### src/rtl/hack_vga_scanner_if.sv
// Port-B read bus between the VGA scanner and the Hack screen buffer.
// The scanner (master) presents a registered word address; the buffer
// (slave) returns the addressed 16-bit word during the cycle that follows
// the counter state that produced the address. The scanner only reads, so
// there is no valid/ready pair: the fetch schedule is fixed by the raster.
interface hack_vga_scanner_if;
  logic [12:0] vga_addr;
  logic [15:0] vga_out;

  modport master (output vga_addr, input vga_out);
  modport slave  (input vga_addr, output vga_out);
endinterface

### src/rtl/hack_vga_scanner.sv
// 640x480@60 VGA scanner for the 512x256 Hack screen, centred in the active
// area with a fixed border colour. Three-stage pipeline: counters/address,
// word fetch/hold, registered pixel+sync outputs (2-cycle latency).
// Optional macro HACK_VGA_TESTPAT_EN adds a 16x16 checkerboard on test_mode.
module hack_vga_scanner #(
  parameter int          H_ACTIVE   = 640,
  parameter int          H_FP       = 16,
  parameter int          H_SYNC     = 96,
  parameter int          H_BP       = 48,
  parameter int          V_ACTIVE   = 480,
  parameter int          V_FP       = 10,
  parameter int          V_SYNC     = 2,
  parameter int          V_BP       = 33,
  parameter int          H_OFF      = 64,
  parameter int          V_OFF      = 112,
  parameter logic [11:0] BORDER_RGB = 12'h000
) (
  input  logic                      clock,
  input  logic                      reset_n,
  hack_vga_scanner_if.master        scr,
  input  logic                      test_mode,
  output logic                      hsync,
  output logic                      vsync,
  output logic [3:0]                vga_r,
  output logic [3:0]                vga_g,
  output logic [3:0]                vga_b,
  output logic                      frame_start
);

  localparam logic [9:0] H_LAST   = 10'(H_ACTIVE + H_FP + H_SYNC + H_BP - 1);
  localparam logic [9:0] V_LAST   = 10'(V_ACTIVE + V_FP + V_SYNC + V_BP - 1);
  localparam logic [9:0] H_ACT    = 10'(H_ACTIVE);
  localparam logic [9:0] V_ACT    = 10'(V_ACTIVE);
  localparam logic [9:0] HS_FIRST = 10'(H_ACTIVE + H_FP);
  localparam logic [9:0] HS_LAST  = 10'(H_ACTIVE + H_FP + H_SYNC - 1);
  localparam logic [9:0] VS_FIRST = 10'(V_ACTIVE + V_FP);
  localparam logic [9:0] VS_LAST  = 10'(V_ACTIVE + V_FP + V_SYNC - 1);
  localparam logic [9:0] WH_FIRST = 10'(H_OFF);
  localparam logic [9:0] WH_LAST  = 10'(H_OFF + 511);
  localparam logic [9:0] WV_FIRST = 10'(V_OFF);
  localparam logic [9:0] WV_LAST  = 10'(V_OFF + 255);

  // Stage 0 state and derived signals
  logic [9:0]  h_cnt_q, h_cnt_d, v_cnt_q, v_cnt_d;
  logic [12:0] addr_q, addr_d;
  logic [8:0]  col0;
  logic [7:0]  row0;
  logic        win0, act0, hs0, vs0, fs0;

  // Stage 1 (fetch) registers
  logic        s1_win_q, s1_act_q, s1_hs_q, s1_vs_q, s1_fs_q;
  logic [3:0]  s1_px_q;
  logic [15:0] hold_q, hold_d, word1;
  logic        pix1;

  // Stage 2 (output) registers
  logic        hsync_q, vsync_q, fs_q;
  logic [11:0] rgb_q, rgb_d;

`ifdef HACK_VGA_TESTPAT_EN
  logic        s1_chk_q, s1_tm_q;
`else
  logic        unused_test_mode;
  assign unused_test_mode = test_mode;
`endif

  // Raster counters, window decode and fetch address for the current state
  always_comb begin
    h_cnt_d = h_cnt_q + 10'd1;
    v_cnt_d = v_cnt_q;
    if (h_cnt_q == H_LAST) begin
      h_cnt_d = 10'd0;
      v_cnt_d = (v_cnt_q == V_LAST) ? 10'd0 : v_cnt_q + 10'd1;
    end
    col0   = 9'(h_cnt_q - WH_FIRST);
    row0   = 8'(v_cnt_q - WV_FIRST);
    win0   = (h_cnt_q >= WH_FIRST) && (h_cnt_q <= WH_LAST) &&
             (v_cnt_q >= WV_FIRST) && (v_cnt_q <= WV_LAST);
    act0   = (h_cnt_q < H_ACT) && (v_cnt_q < V_ACT);
    hs0    = !((h_cnt_q >= HS_FIRST) && (h_cnt_q <= HS_LAST));
    vs0    = !((v_cnt_q >= VS_FIRST) && (v_cnt_q <= VS_LAST));
    fs0    = (h_cnt_q == 10'd0) && (v_cnt_q == 10'd0);
    addr_d = addr_q;
    if (win0 && (col0[3:0] == 4'd0)) addr_d = {row0, col0[8:4]};
  end

  // Stage 0 and stage 1 registers
  always_ff @(posedge clock or negedge reset_n) begin
    if (!reset_n) begin
      h_cnt_q  <= '0;
      v_cnt_q  <= '0;
      addr_q   <= '0;
      s1_win_q <= 1'b0;
      s1_act_q <= 1'b0;
      s1_hs_q  <= 1'b1;
      s1_vs_q  <= 1'b1;
      s1_fs_q  <= 1'b0;
      s1_px_q  <= '0;
      hold_q   <= '0;
`ifdef HACK_VGA_TESTPAT_EN
      s1_chk_q <= 1'b0;
      s1_tm_q  <= 1'b0;
`endif
    end else begin
      h_cnt_q  <= h_cnt_d;
      v_cnt_q  <= v_cnt_d;
      addr_q   <= addr_d;
      s1_win_q <= win0;
      s1_act_q <= act0;
      s1_hs_q  <= hs0;
      s1_vs_q  <= vs0;
      s1_fs_q  <= fs0;
      s1_px_q  <= col0[3:0];
      hold_q   <= hold_d;
`ifdef HACK_VGA_TESTPAT_EN
      s1_chk_q <= col0[4] ^ row0[4];
      s1_tm_q  <= test_mode;
`endif
    end
  end

  // Word select (fresh fetch on the first pixel of a word) and colour decode
  always_comb begin
    word1  = (s1_px_q == 4'd0) ? scr.vga_out : hold_q;
    hold_d = hold_q;
    if (s1_win_q && (s1_px_q == 4'd0)) hold_d = scr.vga_out;
    pix1   = word1[s1_px_q];
`ifdef HACK_VGA_TESTPAT_EN
    if (s1_tm_q) pix1 = s1_chk_q;
`endif
    if (!s1_act_q)      rgb_d = 12'h000;
    else if (!s1_win_q) rgb_d = BORDER_RGB;
    else                rgb_d = pix1 ? 12'h000 : 12'hFFF;
  end

  // Stage 2 output registers
  always_ff @(posedge clock or negedge reset_n) begin
    if (!reset_n) begin
      hsync_q <= 1'b1;
      vsync_q <= 1'b1;
      fs_q    <= 1'b0;
      rgb_q   <= '0;
    end else begin
      hsync_q <= s1_hs_q;
      vsync_q <= s1_vs_q;
      fs_q    <= s1_fs_q;
      rgb_q   <= rgb_d;
    end
  end

  assign scr.vga_addr = addr_q;
  assign hsync        = hsync_q;
  assign vsync        = vsync_q;
  assign frame_start  = fs_q;
  assign vga_r        = rgb_q[11:8];
  assign vga_g        = rgb_q[7:4];
  assign vga_b        = rgb_q[3:0];

endmodule

### src/flat_wrapper.sv
// flat-port wrapper written by rule: the top's interface ports become plain ports
module hack_vga_scanner_flat 
#(
  parameter int          H_ACTIVE   = 640,
  parameter int          H_FP       = 16,
  parameter int          H_SYNC     = 96,
  parameter int          H_BP       = 48,
  parameter int          V_ACTIVE   = 480,
  parameter int          V_FP       = 10,
  parameter int          V_SYNC     = 2,
  parameter int          V_BP       = 33,
  parameter int          H_OFF      = 64,
  parameter int          V_OFF      = 112,
  parameter logic [11:0] BORDER_RGB = 12'h000
)
  (clock, reset_n, test_mode, hsync, vsync, vga_r, vga_g, vga_b, frame_start, scr_vga_addr, scr_vga_out);
  hack_vga_scanner_if scr_i ();
  input  logic clock;
  input  logic reset_n;
  input  logic test_mode;
  output logic hsync;
  output logic vsync;
  output logic [3:0] vga_r;
  output logic [3:0] vga_g;
  output logic [3:0] vga_b;
  output logic frame_start;
  output wire logic [$bits(scr_i.vga_addr)-1:0] scr_vga_addr;
  input wire logic [$bits(scr_i.vga_out)-1:0] scr_vga_out;
  assign scr_vga_addr = scr_i.vga_addr;
  assign scr_i.vga_out = scr_vga_out;
  hack_vga_scanner #(.H_ACTIVE(H_ACTIVE), .H_FP(H_FP), .H_SYNC(H_SYNC), .H_BP(H_BP), .V_ACTIVE(V_ACTIVE), .V_FP(V_FP), .V_SYNC(V_SYNC), .V_BP(V_BP), .H_OFF(H_OFF), .V_OFF(V_OFF), .BORDER_RGB(BORDER_RGB)) u_core (.clock(clock), .reset_n(reset_n), .scr(scr_i), .test_mode(test_mode), .hsync(hsync), .vsync(vsync), .vga_r(vga_r), .vga_g(vga_g), .vga_b(vga_b), .frame_start(frame_start));
endmodule
### config.mk
export PLATFORM = sky130hd
export DESIGN_NAME = hack_vga_scanner_flat
export DESIGN_NICKNAME = d
export VERILOG_FILES = /design/src/rtl/hack_vga_scanner_if.sv /design/src/rtl/hack_vga_scanner.sv /design/src/flat_wrapper.sv
export SDC_FILE = /design/constraint.sdc
export NUM_CORES = 1
export LEC_CHECK = 0
export ABC_AREA = 1
export BUFFER_PORTS_ARGS = -buffer_cell sky130_fd_sc_hd__buf_4
export CAP_MARGIN = 10
export CORE_MARGIN = 3
export CORE_UTILIZATION = 45
export CTS_CLUSTER_DIAMETER = 150
export DETAILED_ROUTE_END_ITERATION = 10
export GPL_TIMING_DRIVEN = 0
export HOLD_SLACK_MARGIN = 0.12
export PLACE_DENSITY = 0.65
export SYNTH_ARGS = -nofsm -noshare
export SYNTH_HDL_FRONTEND = slang
export SYNTH_SLANG_ARGS = --single-unit
### constraint.sdc
create_clock -name clock -period 2.1 [get_ports clock]
set_input_delay 0.21 -clock clock [delete_from_list [all_inputs] [get_ports clock]]
set_output_delay 0.21 -clock clock [all_outputs]
set_load 0.02 [all_outputs]
==> impl_summary.txt <==
----------------------------------------------------
[Floorplan]
  Row count ... 29
  Die boundary width ... 89.87 µm
  Die Outline Area ... 0.008077 mm²
  Height of the die ... between 80 and 90 µm
  Effective utilization at floorplan ... between 40% and 50%
  Area of the core region ... about 0.0066 mm²
  IO Pins ... 47

[STA]
  Worst Hold Slack ... between 300 and 400 ps
  Final worst path period need ... 1942 ps
  Final worst path period share ... 92.46%
  Final hold violations ... 0
  FMAX ... about 0.5 GHz
  Final setup skew ... 11.86 ps
  Number of max-slew violations in the final report ... 0
  Post-route setup slack ... approximately 160 ps
  Setup violators final ... 0
  Relative slew slack ... between 40% and 50%
  Unrepaired setup endpoints after global routing ... no
  Transition time at the pin with the least slew margin ... roughly 770 ps

[Drt]
  Drt first pass iters ... 4
  Post-detailed-route wirelength per cell ... between 10 and 15 µm
  DRC violation count after routing ... 0
  Initial detailed-routing violation count ... approximately 130
  Detailed Route WL ... about 6.9 mm
  Vias post-DR ... about 2600
  Via-per-instance ratio ... slightly below 5
  ANT nets after route ... 0

[Global routing]
  Antenna violations before repair ... 0
  Aggregate global routing overflow ... 0
  First-pass GRT wire length ... roughly 12 mm
  Total Routing Usage GR ... 18.32%
  Via count of the first global-routing pass ... between 2000 and 2500
  Maximum number of pins on one net before global-route repair ... 63

[Clock tree]
  CTS H-tree lvls ... 3
  CTS Buffer Depth ... 2
  Inserted Clock Buffers ... 9
  CTS tree ... done
  Sinks on Clock Net ... 62
  Clock root buffer master ... clkbuf_8
  Clock-pin slew reported for the worst setup and hold paths after clock tree synthesis ... 70 ps
  Clock latency of the later-clocked register in the worst-skew pair ... between 300 and 400 ps

[Yosys]
  Synth Flop Type ... dfrtp_1
  Cell type with the highest aggregate area in the netlist ... dfrtp_1
  Synth top area cells ... dfrtp_1 46%, nand2_1 7.8%, inv_1 5.0%
  EDFF count, synth ... 0
  Mean post-synth cell area ... around 9.0 µm²
  Most frequently used cell type in the post-synthesis netlist ... nand2_1
  Mapped Cells ... between 300 and 400
  Post-synthesis net count ... ~380
  Share of async-settable or async-resettable flops after synthesis ... 100.0%
  Share of the yosys chip area belonging to registers ... between 40% and 50%
  Synth unique cells ... 32
  Warnings, synthesis ... 0
  Synth top area share ... a little under half
  Number of synthesized register bits ... between 60 and 70
  Syn Std Cell Area ... around 0.0032 mm²
  Commonest cells in the synthesized netlist ... 66 x nand2_1, 58 x dfrtp_1, 42 x inv_1

[Power and ir drop]
  Cell-internal power ... between 1.5 and 2 mW
  Sequential power share ... 48.9%
  Power Density ... approximately 620 mW/mm²
  Maximum vdd drop ... approximately 340 µV
  Leakage power ... roughly 2.0 nW
  Net Sw Power ... 525.2 µW
  Combinational group share of total power ... 4.1%
  Share of total power in the clock network ... roughly 47%
  Net switching share of the total power ... 21.12%

[Place]
  Last weighted congestion value of the routability-driven placer ... 0.8935
  Half-perimeter wire length after detailed placement ... a little under 5 mm
  Port Buffer Count ... 45
  Worst setup slack after placement ... -32.51 ps
  Placed Area ... roughly 0.0036 mm²

[Finish]
  Area added between synthesis and finish ... 27.47%
  Layout cell share with drive strength beyond 1 ... between 20% and 30%
  Fin area ... 0.004035 mm²
  Total inserted antenna cells ... 0
  Final layout net count ... roughly 460

[Setup path]
  Required time worst endpoint ... ~2300 ps
  Biggest fanout along the worst timing path ... 6
  Path type of the worst setup path ... flop to flop
  Category of the worst setup path capture point ... flop
  Startpoint types ... flop
  Arrival time at the worst endpoint ... 2160 ps

[Flow run]
  Number of violations of the max-capacitance limit ... 0

[Run status]
  Outcome ... complete, no violations

[Hold path]
  Worst hold path class ... flop to flop

----------------------------------------------------
flip-flops by register name (all words and copies together), names as in the netlist, 4 cells and up:
register and flops:
u_core.s1_px_q 4, u_core.hold_q 16, u_core.h_cnt_q 10, u_core.v_cnt_q 10
u_core.scr.vga_addr 13
cell usage in the layout, fill, tap and decap left out:
cell type,n
a21oi_1,19
dlygate4sd3_1,17
mux2_2,11
a31oi_1,1
clkbuf_1,2
inv_1,42
xnor2_1,2
clkbuf_8,10
nor2_2,2
nand2_1,66
o21ai_2,11
nor3_2,2
xor2_1,7
nor4_1,1
nor3_4,1
o21ai_0,8
clkinvlp_4,2
nand4_1,7
buf_6,2
nand3_2,3
nand3_1,26
ha_1,11
o21ai_1,2
clkinv_2,2
bufinv_16,2
nor3_1,11
buf_2,3
and3_1,1
dfstp_2,4
nor2_1,33
a21boi_0,1
buf_4,58
dfrtp_1,58
o311ai_0,1
a31o_2,1
inv_2,1
a211oi_1,1
ha_2,1
area by class of cell:
| type | count | area [µm²] |
|---|---|---|
| inverters | 43 | 161.4 |
| flip-flops and latches | 62 | 1556 |
| fillers | 550 | 2532 |
| repair buffers | 64 | 523.0 |
| clock buffers | 10 | 137.6 |
| multi-input cells | 230 | 1328 |
| clock inverters | 6 | 85.08 |
| well taps | 93 | 116.4 |
| plain buffers | 18 | 127.6 |
per-stage QoR:
step	total power [mW]	TNS, ps	utilization (%)	cells
after floorplan	1.261	0	-	353
final	2.486	0	61.44	526
after global routing	2.583	0	61.44	526
after detailed placement	1.316	-88.65	55.12	491
after global placement	1.315	-113.8	55.12	491
after CTS	2.521	0	61.17	524
critical path: stages, from the launching register on:
cell	delay, ps
dfrtp_1	470
inv_1	170
ha_2	240
nand3_1	130
nor3_4	330
inv_1	170
nor3_2	230
nor2_1	90
repair_timing:
action / CTS / global route
endpoints found under the hold margin: 74 / 0
setup endpoints to repair: 3 / 18
pin swaps: 0 / 2
buffers inserted: 0 / 2
hold buffers: 17 / 0
gates resized for setup: 1 / 1
path summary, 6_finish.rpt:
| kind | from | slack [ps] | endpoint | cells after the start |
|---|---|---|---|---|
| setup / recovery | u_core.h_cnt_q[6] | 160 | u_core.v_cnt_q[2] | 7 |
| hold / removal | u_core.s1_hs_q | 360 | u_core.hsync | 0 |
| setup reg to reg | u_core.h_cnt_q[6] | 160 | u_core.v_cnt_q[2] | 7 |
| hold reg to reg | u_core.s1_hs_q | 360 | u_core.hsync | 0 |
| max in group asynchronous | reset_n | 1100 | u_core.scr.vga_addr[12] | 2 |
| min in group asynchronous | reset_n | 480 | u_core.hold_q[8] | 2 |
power by group through the flow:
| stage | combinational (mW) | sequential, mW | clock, mW |
|---|---|---|---|
| final | 0.101 | 1.22 | 1.17 |
| after global routing | 0.114 | 1.22 | 1.25 |
| after CTS | 0.103 | 1.22 | 1.20 |
| after detailed placement | 0.0768 | 1.24 | 0 |
| after global placement | 0.0763 | 1.24 | 0 |
| after floorplan | 0.0238 | 1.24 | 0 |
routing by layer:
layer  part of all wire, %  vias up  global-route usage (%)
met1                    49     1203                   25.71
li1                      -     1291                       -
met2                    44       66                   26.63
met4                   1.5        0                   8.673
met5                     0        -                       0
met3                   4.8       10                   4.508
kinds of logic after synthesis:
| kind of cell | count (synthesis) | synth area share [%] |
|---|---|---|
| mux | 11 | 3.913 |
| buf+inv | 61 | 9.130 |
| xor+xnor | 9 | 2.490 |
| compound gates | 45 | 8.854 |
| fa+ha+maj | 12 | 4.743 |
| flops | 62 | 49.17 |
| simple gates | 153 | 21.70 |
Note: power is estimated with default switching activity, not from simulation.
